File: src/rtl/mem_arbiter_pkg.sv
// Shared constants and type encodings for the I/D memory-port arbiter.
package mem_arbiter_pkg;

  localparam int MEM_DATA_BITS      = 128;
  localparam int CPU_WORD_ADDR_BITS = 30;
  // A memory block holds MEM_DATA_BITS/32 CPU words, so those low word-address bits drop out.
  localparam int MEM_ADDR_BITS      = CPU_WORD_ADDR_BITS - $clog2(MEM_DATA_BITS / 32);

  typedef enum logic [1:0] {
    ST_IDLE  = 2'd0,
    ST_GRANT = 2'd1,
    ST_RESP  = 2'd2
  } arb_state_t;

  typedef enum logic {
    OWN_I = 1'b0,
    OWN_D = 1'b1
  } owner_t;

  // Beat counter width; at least one bit so single-beat configurations still elaborate.
  function automatic int cnt_width(input int beats);
    return (beats > 1) ? $clog2(beats) : 1;
  endfunction

endpackage

File: src/rtl/mem_arb_rr.sv
// Two-input picker: round-robin on ties, or D-first when FIXED_PRIORITY is set.
module mem_arb_rr
  import mem_arbiter_pkg::*;
#(
  parameter int FIXED_PRIORITY = 0
) (
  input  logic   icache_valid,
  input  logic   dcache_valid,
  input  owner_t last_owner,
  output logic   any_valid,
  output owner_t winner
);

  assign any_valid = icache_valid | dcache_valid;

  // Lone requester wins; on a tie either D wins outright or the cache not served last wins.
  always_comb begin
    winner = OWN_D;
    if (icache_valid && !dcache_valid) begin
      winner = OWN_I;
    end else if (icache_valid && dcache_valid) begin
      if (FIXED_PRIORITY != 0) begin
        winner = OWN_D;
      end else begin
        winner = (last_owner == OWN_D) ? OWN_I : OWN_D;
      end
    end
  end

endmodule

File: src/rtl/mem_arbiter.sv
// Shares one downstream memory port between the instruction and data caches,
// one transaction at a time, steering read beats back to the granted cache.
module mem_arbiter
  import mem_arbiter_pkg::*;
#(
  parameter int ADDR_BITS      = MEM_ADDR_BITS,
  parameter int DATA_BITS      = MEM_DATA_BITS,
  parameter int READ_BEATS     = 4,
  parameter int FIXED_PRIORITY = 0
) (
  input  logic                   clk,
  input  logic                   reset,
  // instruction cache
  input  logic                   i_mem_req_valid,
  output logic                   i_mem_req_ready,
  input  logic [ADDR_BITS-1:0]   i_mem_req_addr,
  input  logic                   i_mem_req_rw,
  input  logic                   i_mem_req_data_valid,
  output logic                   i_mem_req_data_ready,
  input  logic [DATA_BITS-1:0]   i_mem_req_data_bits,
  input  logic [DATA_BITS/8-1:0] i_mem_req_data_mask,
  output logic                   i_mem_resp_valid,
  output logic [DATA_BITS-1:0]   i_mem_resp_data,
  // data cache
  input  logic                   d_mem_req_valid,
  output logic                   d_mem_req_ready,
  input  logic [ADDR_BITS-1:0]   d_mem_req_addr,
  input  logic                   d_mem_req_rw,
  input  logic                   d_mem_req_data_valid,
  output logic                   d_mem_req_data_ready,
  input  logic [DATA_BITS-1:0]   d_mem_req_data_bits,
  input  logic [DATA_BITS/8-1:0] d_mem_req_data_mask,
  output logic                   d_mem_resp_valid,
  output logic [DATA_BITS-1:0]   d_mem_resp_data,
  // downstream memory
  output logic                   mem_req_valid,
  input  logic                   mem_req_ready,
  output logic [ADDR_BITS-1:0]   mem_req_addr,
  output logic                   mem_req_rw,
  output logic                   mem_req_data_valid,
  input  logic                   mem_req_data_ready,
  output logic [DATA_BITS-1:0]   mem_req_data_bits,
  output logic [DATA_BITS/8-1:0] mem_req_data_mask,
  input  logic                   mem_resp_valid,
  input  logic [DATA_BITS-1:0]   mem_resp_data,
  output logic                   spurious_resp
);

  localparam int              CNT_W     = cnt_width(READ_BEATS);
  localparam logic [CNT_W-1:0] LAST_BEAT = CNT_W'(READ_BEATS - 1);

  arb_state_t       state, state_n;
  owner_t           owner, owner_n;
  owner_t           last_owner, last_owner_n;
  logic             owner_rw, owner_rw_n;
  logic [CNT_W-1:0] beat_cnt, beat_cnt_n;
  logic             req_done, req_done_n;
  logic             data_done, data_done_n;
  logic             spurious_n;

  owner_t pick;
  logic   pick_any;

  mem_arb_rr #(
    .FIXED_PRIORITY(FIXED_PRIORITY)
  ) u_pick (
    .icache_valid(i_mem_req_valid),
    .dcache_valid(d_mem_req_valid),
    .last_owner  (last_owner),
    .any_valid   (pick_any),
    .winner      (pick)
  );

  // Owner-side view of the request channel.
  logic                   own_req_valid;
  logic                   own_data_valid;
  logic                   own_is_d;
  assign own_is_d       = (owner == OWN_D);
  assign own_req_valid  = own_is_d ? d_mem_req_valid      : i_mem_req_valid;
  assign own_data_valid = own_is_d ? d_mem_req_data_valid : i_mem_req_data_valid;

  // rw is latched at grant so the write-data phase survives the cache dropping its request.
  assign mem_req_addr      = own_is_d ? d_mem_req_addr      : i_mem_req_addr;
  assign mem_req_rw        = owner_rw;
  assign mem_req_data_bits = own_is_d ? d_mem_req_data_bits : i_mem_req_data_bits;
  assign mem_req_data_mask = own_is_d ? d_mem_req_data_mask : i_mem_req_data_mask;

  // Everything visible is gated by reset so a mid-transaction reset looks idle at once.
  logic in_grant, in_resp;
  assign in_grant = ~reset & (state == ST_GRANT);
  assign in_resp  = ~reset & (state == ST_RESP);

  logic own_req_ready, own_data_ready, own_resp_valid;
  assign mem_req_valid      = in_grant & own_req_valid & ~req_done;
  assign mem_req_data_valid = in_grant & owner_rw & own_data_valid & ~data_done;
  assign own_req_ready      = in_grant & mem_req_ready & ~req_done;
  assign own_data_ready     = in_grant & owner_rw & mem_req_data_ready & ~data_done;
  assign own_resp_valid     = in_resp & mem_resp_valid;

  assign i_mem_req_ready      = ~own_is_d & own_req_ready;
  assign d_mem_req_ready      =  own_is_d & own_req_ready;
  assign i_mem_req_data_ready = ~own_is_d & own_data_ready;
  assign d_mem_req_data_ready =  own_is_d & own_data_ready;
  assign i_mem_resp_valid     = ~own_is_d & own_resp_valid;
  assign d_mem_resp_valid     =  own_is_d & own_resp_valid;
  assign i_mem_resp_data      = mem_resp_data;
  assign d_mem_resp_data      = mem_resp_data;

  logic req_fire, data_fire;
  assign req_fire  = mem_req_valid & mem_req_ready;
  assign data_fire = mem_req_data_valid & mem_req_data_ready;

  // Next-state: arbitrate in IDLE, track write handshakes in GRANT, count read beats in RESP.
  always_comb begin
    state_n      = state;
    owner_n      = owner;
    last_owner_n = last_owner;
    owner_rw_n   = owner_rw;
    beat_cnt_n   = beat_cnt;
    req_done_n   = req_done;
    data_done_n  = data_done;
    spurious_n   = spurious_resp | (mem_resp_valid & (state != ST_RESP));
    case (state)
      ST_IDLE: begin
        if (pick_any) begin
          state_n    = ST_GRANT;
          owner_n    = pick;
          owner_rw_n = (pick == OWN_D) ? d_mem_req_rw : i_mem_req_rw;
        end
      end
      ST_GRANT: begin
        if (!owner_rw) begin
          if (req_fire) begin
            state_n    = ST_RESP;
            beat_cnt_n = '0;
          end
        end else begin
          req_done_n  = req_done | req_fire;
          data_done_n = data_done | data_fire;
          if (req_done_n && data_done_n) begin
            state_n      = ST_IDLE;
            last_owner_n = owner;
            req_done_n   = 1'b0;
            data_done_n  = 1'b0;
          end
        end
      end
      ST_RESP: begin
        if (mem_resp_valid) begin
          beat_cnt_n = beat_cnt + CNT_W'(1);
          if (beat_cnt == LAST_BEAT) begin
            state_n      = ST_IDLE;
            last_owner_n = owner;
            beat_cnt_n   = '0;
          end
        end
      end
      default: begin
        state_n = ST_IDLE;
      end
    endcase
  end

  // State register; reset abandons any outstanding transaction.
  always_ff @(posedge clk) begin
    if (reset) begin
      state         <= ST_IDLE;
      owner         <= OWN_I;
      last_owner    <= OWN_I;
      owner_rw      <= 1'b0;
      beat_cnt      <= '0;
      req_done      <= 1'b0;
      data_done     <= 1'b0;
      spurious_resp <= 1'b0;
    end else begin
      state         <= state_n;
      owner         <= owner_n;
      last_owner    <= last_owner_n;
      owner_rw      <= owner_rw_n;
      beat_cnt      <= beat_cnt_n;
      req_done      <= req_done_n;
      data_done     <= data_done_n;
      spurious_resp <= spurious_n;
    end
  end

endmodule

File: config.mk
export PLATFORM = sky130hd
export DESIGN_NAME = mem_arbiter
export DESIGN_NICKNAME = d
export VERILOG_FILES = /design/src/rtl/mem_arbiter_pkg.sv /design/src/rtl/mem_arb_rr.sv /design/src/rtl/mem_arbiter.sv
export SDC_FILE = /design/constraint.sdc
export NUM_CORES = 1
export LEC_CHECK = 0
export BUFFER_PORTS_ARGS = -buffer_cell sky130_fd_sc_hd__buf_4
export CAP_MARGIN = 20
export CORE_AREA = 2 2 356 358
export CTS_BUF_LIST = sky130_fd_sc_hd__clkbuf_2
export DETAILED_ROUTE_END_ITERATION = 16
export DIE_AREA = 0 0 358 360
export PLACE_DENSITY = 0.33
export SLEW_MARGIN = 20
export SYNTH_ARGS = -nofsm -noshare
export SYNTH_HDL_FRONTEND = slang
export SYNTH_SLANG_ARGS = --single-unit
File: constraint.sdc
create_clock -name clk -period 1.5 [get_ports clk]
set_input_delay 0.15 -clock clk [delete_from_list [all_inputs] [get_ports clk]]
set_output_delay 0.15 -clock clk [all_outputs]
set_load 0.02 [all_outputs]
==> results.json <==
{
  "arrival_ns": 1.69,
  "violations": "negative setup slack",
  "synth_edf_count": 0,
  "cts_buffers": 3,
  "fillerInstances": 14659,
  "worstSetupStartpointType": "register",
  "drt-total-wl_um": 65100,
  "critPathMaxFanout": 11,
  "crit_type": "reg2out",
  "yosys_warnings": 0,
  "cp.depth": 4,
  "min_period_ns": 1.84,
  "status": "complete, but fails checks",
  "synth_cells": 523,
  "row_count": 130,
  "post_drt_wl_per_cell_um": 26.0,
  "ir_drop_mv": 0.169,
  "cpPeakStageDelay_ns": 0.43,
  "via_count": 5307,
  "grt_pass1_wl_um": 74300,
  "synth.largest_area_cell": "mux2_2",
  "die_h_um": 360,
  "async_flop_share": 0,
  "cpMaxStageDelayCell": "dfxtp_4",
  "maxCapViolations": 0,
  "antenna_found_initial": 32,
  "io_buffer_count": 536,
  "postRouteAntennaNets": 0,
  "internal_power_mw": 2.79,
  "nNetsFinal": 1330,
  "cts_hold_buf": 0,
  "synth_ff_type": "dfxtp_1",
  "cts-root-buf": "clkbuf_2",
  "dp.cells": 2468,
  "leakagePower_nw": 4.41,
  "fin_ws_ns": -0.342,
  "insertion_delay_ns": 0.28,
  "period_share": 1.23,
  "fin_skew_ns": 0.0152,
  "rrSetupSlack_ns": -0.18,
  "grt_max_degree": 23,
  "stdcell_count": 2500,
  "grt_usage": 0.0931,
  "tns_ns": -49.65,
  "die_area_mm2": 0.129,
  "pin_count": 921,
  "dr.pass1.iters": 4,
  "synthTopCellsByArea": "mux2_2 43%, buf_4 42%, dfxtp_1 4.4%",
  "grt_setup_unrepaired": "yes",
  "synth_cell_types": 31,
  "hold_path.class": "in2reg",
  "cp_top_family": "buffers and inverters",
  "powerDensity_mw_per_mm2": 501,
  "grt_pass1_vias": 5517,
  "power_switching_mw": 2.38,
  "cts-htree-levels": 1,
  "path_buf_inv": 3,
  "clock_sink_count": 10,
  "hold_depth": 2,
  "synth-seq-cells": 10,
  "yosysTopAreaCellShare": 0.425,
  "syn_nets": 1007,
  "synth_area_mm2": 0.00458,
  "dpl.hpwl_um": 59500,
  "areaGrowthSynthToFinish_pct": 126,
  "p_sw_frac": 0.460,
  "rr_worst_depth": 7,
  "pwr-share-seq": 0.057,
  "cts_tree": "done",
  "p_comb_frac": 0.909,
  "drc": 0,
  "fmax_ghz": 0.543,
  "start_util": 0.0367,
  "place_congestion": 0.808,
  "fp.dieW_um": 358,
  "setup_viol": 187,
  "end_kind": "primary output",
  "coreArea_mm2": 0.125,
  "drv_slew": 0,
  "viasPerCell": 2.12,
  "overflow": 0,
  "required_ns": 1.35,
  "cp_cell_sequence": "buf_16, buf_6, mux2_2, buf_4",
  "p_clk_frac": 0.034,
  "clockBufferDepth": 2,
  "yosysSeqAreaShare": 0.0437,
  "slew_headroom": 0.669,
  "drive_gt1_frac": 0.938,
  "finalHoldViolations": 0,
  "syn_avg_cell_area_um2": 8.76,
  "clk_pin_slew_worst_paths_ns": 0.14,
  "drt_iter0_markers": 160,
  "worst_pin_slew_ns": 0.492
}
-- cells in the final DEF (no fill, tap or decap), types with 2 or more instances in the layout --
master and instances:
nor2_1 9, mux2_4 94, dfxtp_1 6, nand2_1 4, clkbuf_16 2, mux2i_1 2
clkbuf_2 3, nor3_1 2, a21oi_1 5, o311ai_2 2, buf_4 456, buf_12 9
dfxtp_2 2, and3b_1 3, buf_8 13, nand2b_1 3, dfxtp_4 2, nor2b_1 2
mux2_2 79, buf_6 110, nand3b_1 2, buf_16 5, inv_1 2, o21ai_0 3
diode_2 5
-- routing by layer --
layer	GRT usage	wire length, µm
met1	0.108	25400
met2	0.141	27700
met3	0.0719	11400
met4	0.00402	354
met5	0	207
-- cell families after synthesis --
| family | count (synthesis) | synth area share |
|---|---|---|
| AO/OA/AOI/OAI | 16 | 0.0232 |
| adder cells (fa/ha/maj) | 1 | 0.00273 |
| buffers and inverters | 279 | 0.444 |
| flip-flops | 10 | 0.0437 |
| multiplexers | 176 | 0.432 |
| AND/OR/NAND/NOR | 41 | 0.0544 |
-- worst paths after layout --
path,start,to
max,own_is_d$_SDFFE_PP0P_,mem_req_data_bits[21]
min,reset,beat_cnt[1]$_SDFFE_PP0P_
max reg2reg,own_is_d$_SDFFE_PP0P_,req_done$_SDFFE_PP0P_
min reg2reg,last_owner$_SDFFE_PP0P_,last_owner$_SDFFE_PP0P_
-- metrics by stage --
step           utilization  setup slack, ns  power [mW]  cell area (µm²)  hold WS (ns)
5_1_grt             0.0827           -0.441        5.50            10300         0.123
3_5_place_dp        0.0719           -0.174        4.32             8980         0.300
2_1_floorplan            -           0.0315        2.84             4590         0.330
4_1_cts             0.0773           -0.403        4.91             9650         0.117
3_3_place_gp        0.0719           -0.146        4.33             8980         0.300
6_report            0.0827           -0.342        5.17            10300         0.133
-- power by group through the flow --
stage	Combinational (mW)	Sequential, mW	Clock, mW
after CTS	4.43	0.292	0.185
after detailed placement	4.02	0.299	0
after global routing	5.00	0.298	0.203
final	4.70	0.295	0.176
after floorplan	2.53	0.302	0
after global placement	4.03	0.299	0
-- synthesized netlist by cell type (3+ instances only) --
cell type / n
buf_4: 257
mux2_2: 173
buf_2: 18
dfxtp_1: 10
nor2_1: 10
nand2_1: 6
a21oi_1: 5
nor3_1: 4
and3b_1: 3
mux2i_1: 3
nand2b_1: 3
o21ai_0: 3
-- sequential cells by signal (all words and copies together) (netlist names) --
name,flops
beat_cnt,2
data_done,1
last_owner,1
mem_req_rw,1
own_is_d,1
req_done,1
spurious_resp,1
state,2
-- cell type report --
cell class	instances	area [µm²]	share of cell area
antenna	5	12.5	0.00121
sequential	10	210	0.0203
timing repair buffer	595	5230	0.506
clock inverter	1	3.75	0.000363
inverter	2	7.51	0.000727
clock buffer	3	15.0	0.00145
tap	1650	2060	0.200
multi-input combinational	234	2790	0.270
-- timing repair --
action	CTS	global route
pin swaps	2	1
resized for setup	128	143
setup endpoints to repair	184	189
setup buffers	14	4
gates cloned	3	3
-- worst reg2reg max path: cells and delay by family, from the launching register on --
family | cells | cell delay [ns]
multiplexers | 1 | 0.32
flip-flops | 1 | 0.43
AO/OA/AOI/OAI | 1 | 0.12
buffers and inverters | 3 | 0.47
AND/OR/NAND/NOR | 2 | 0.31
Power figures use the tool's default switching activity.
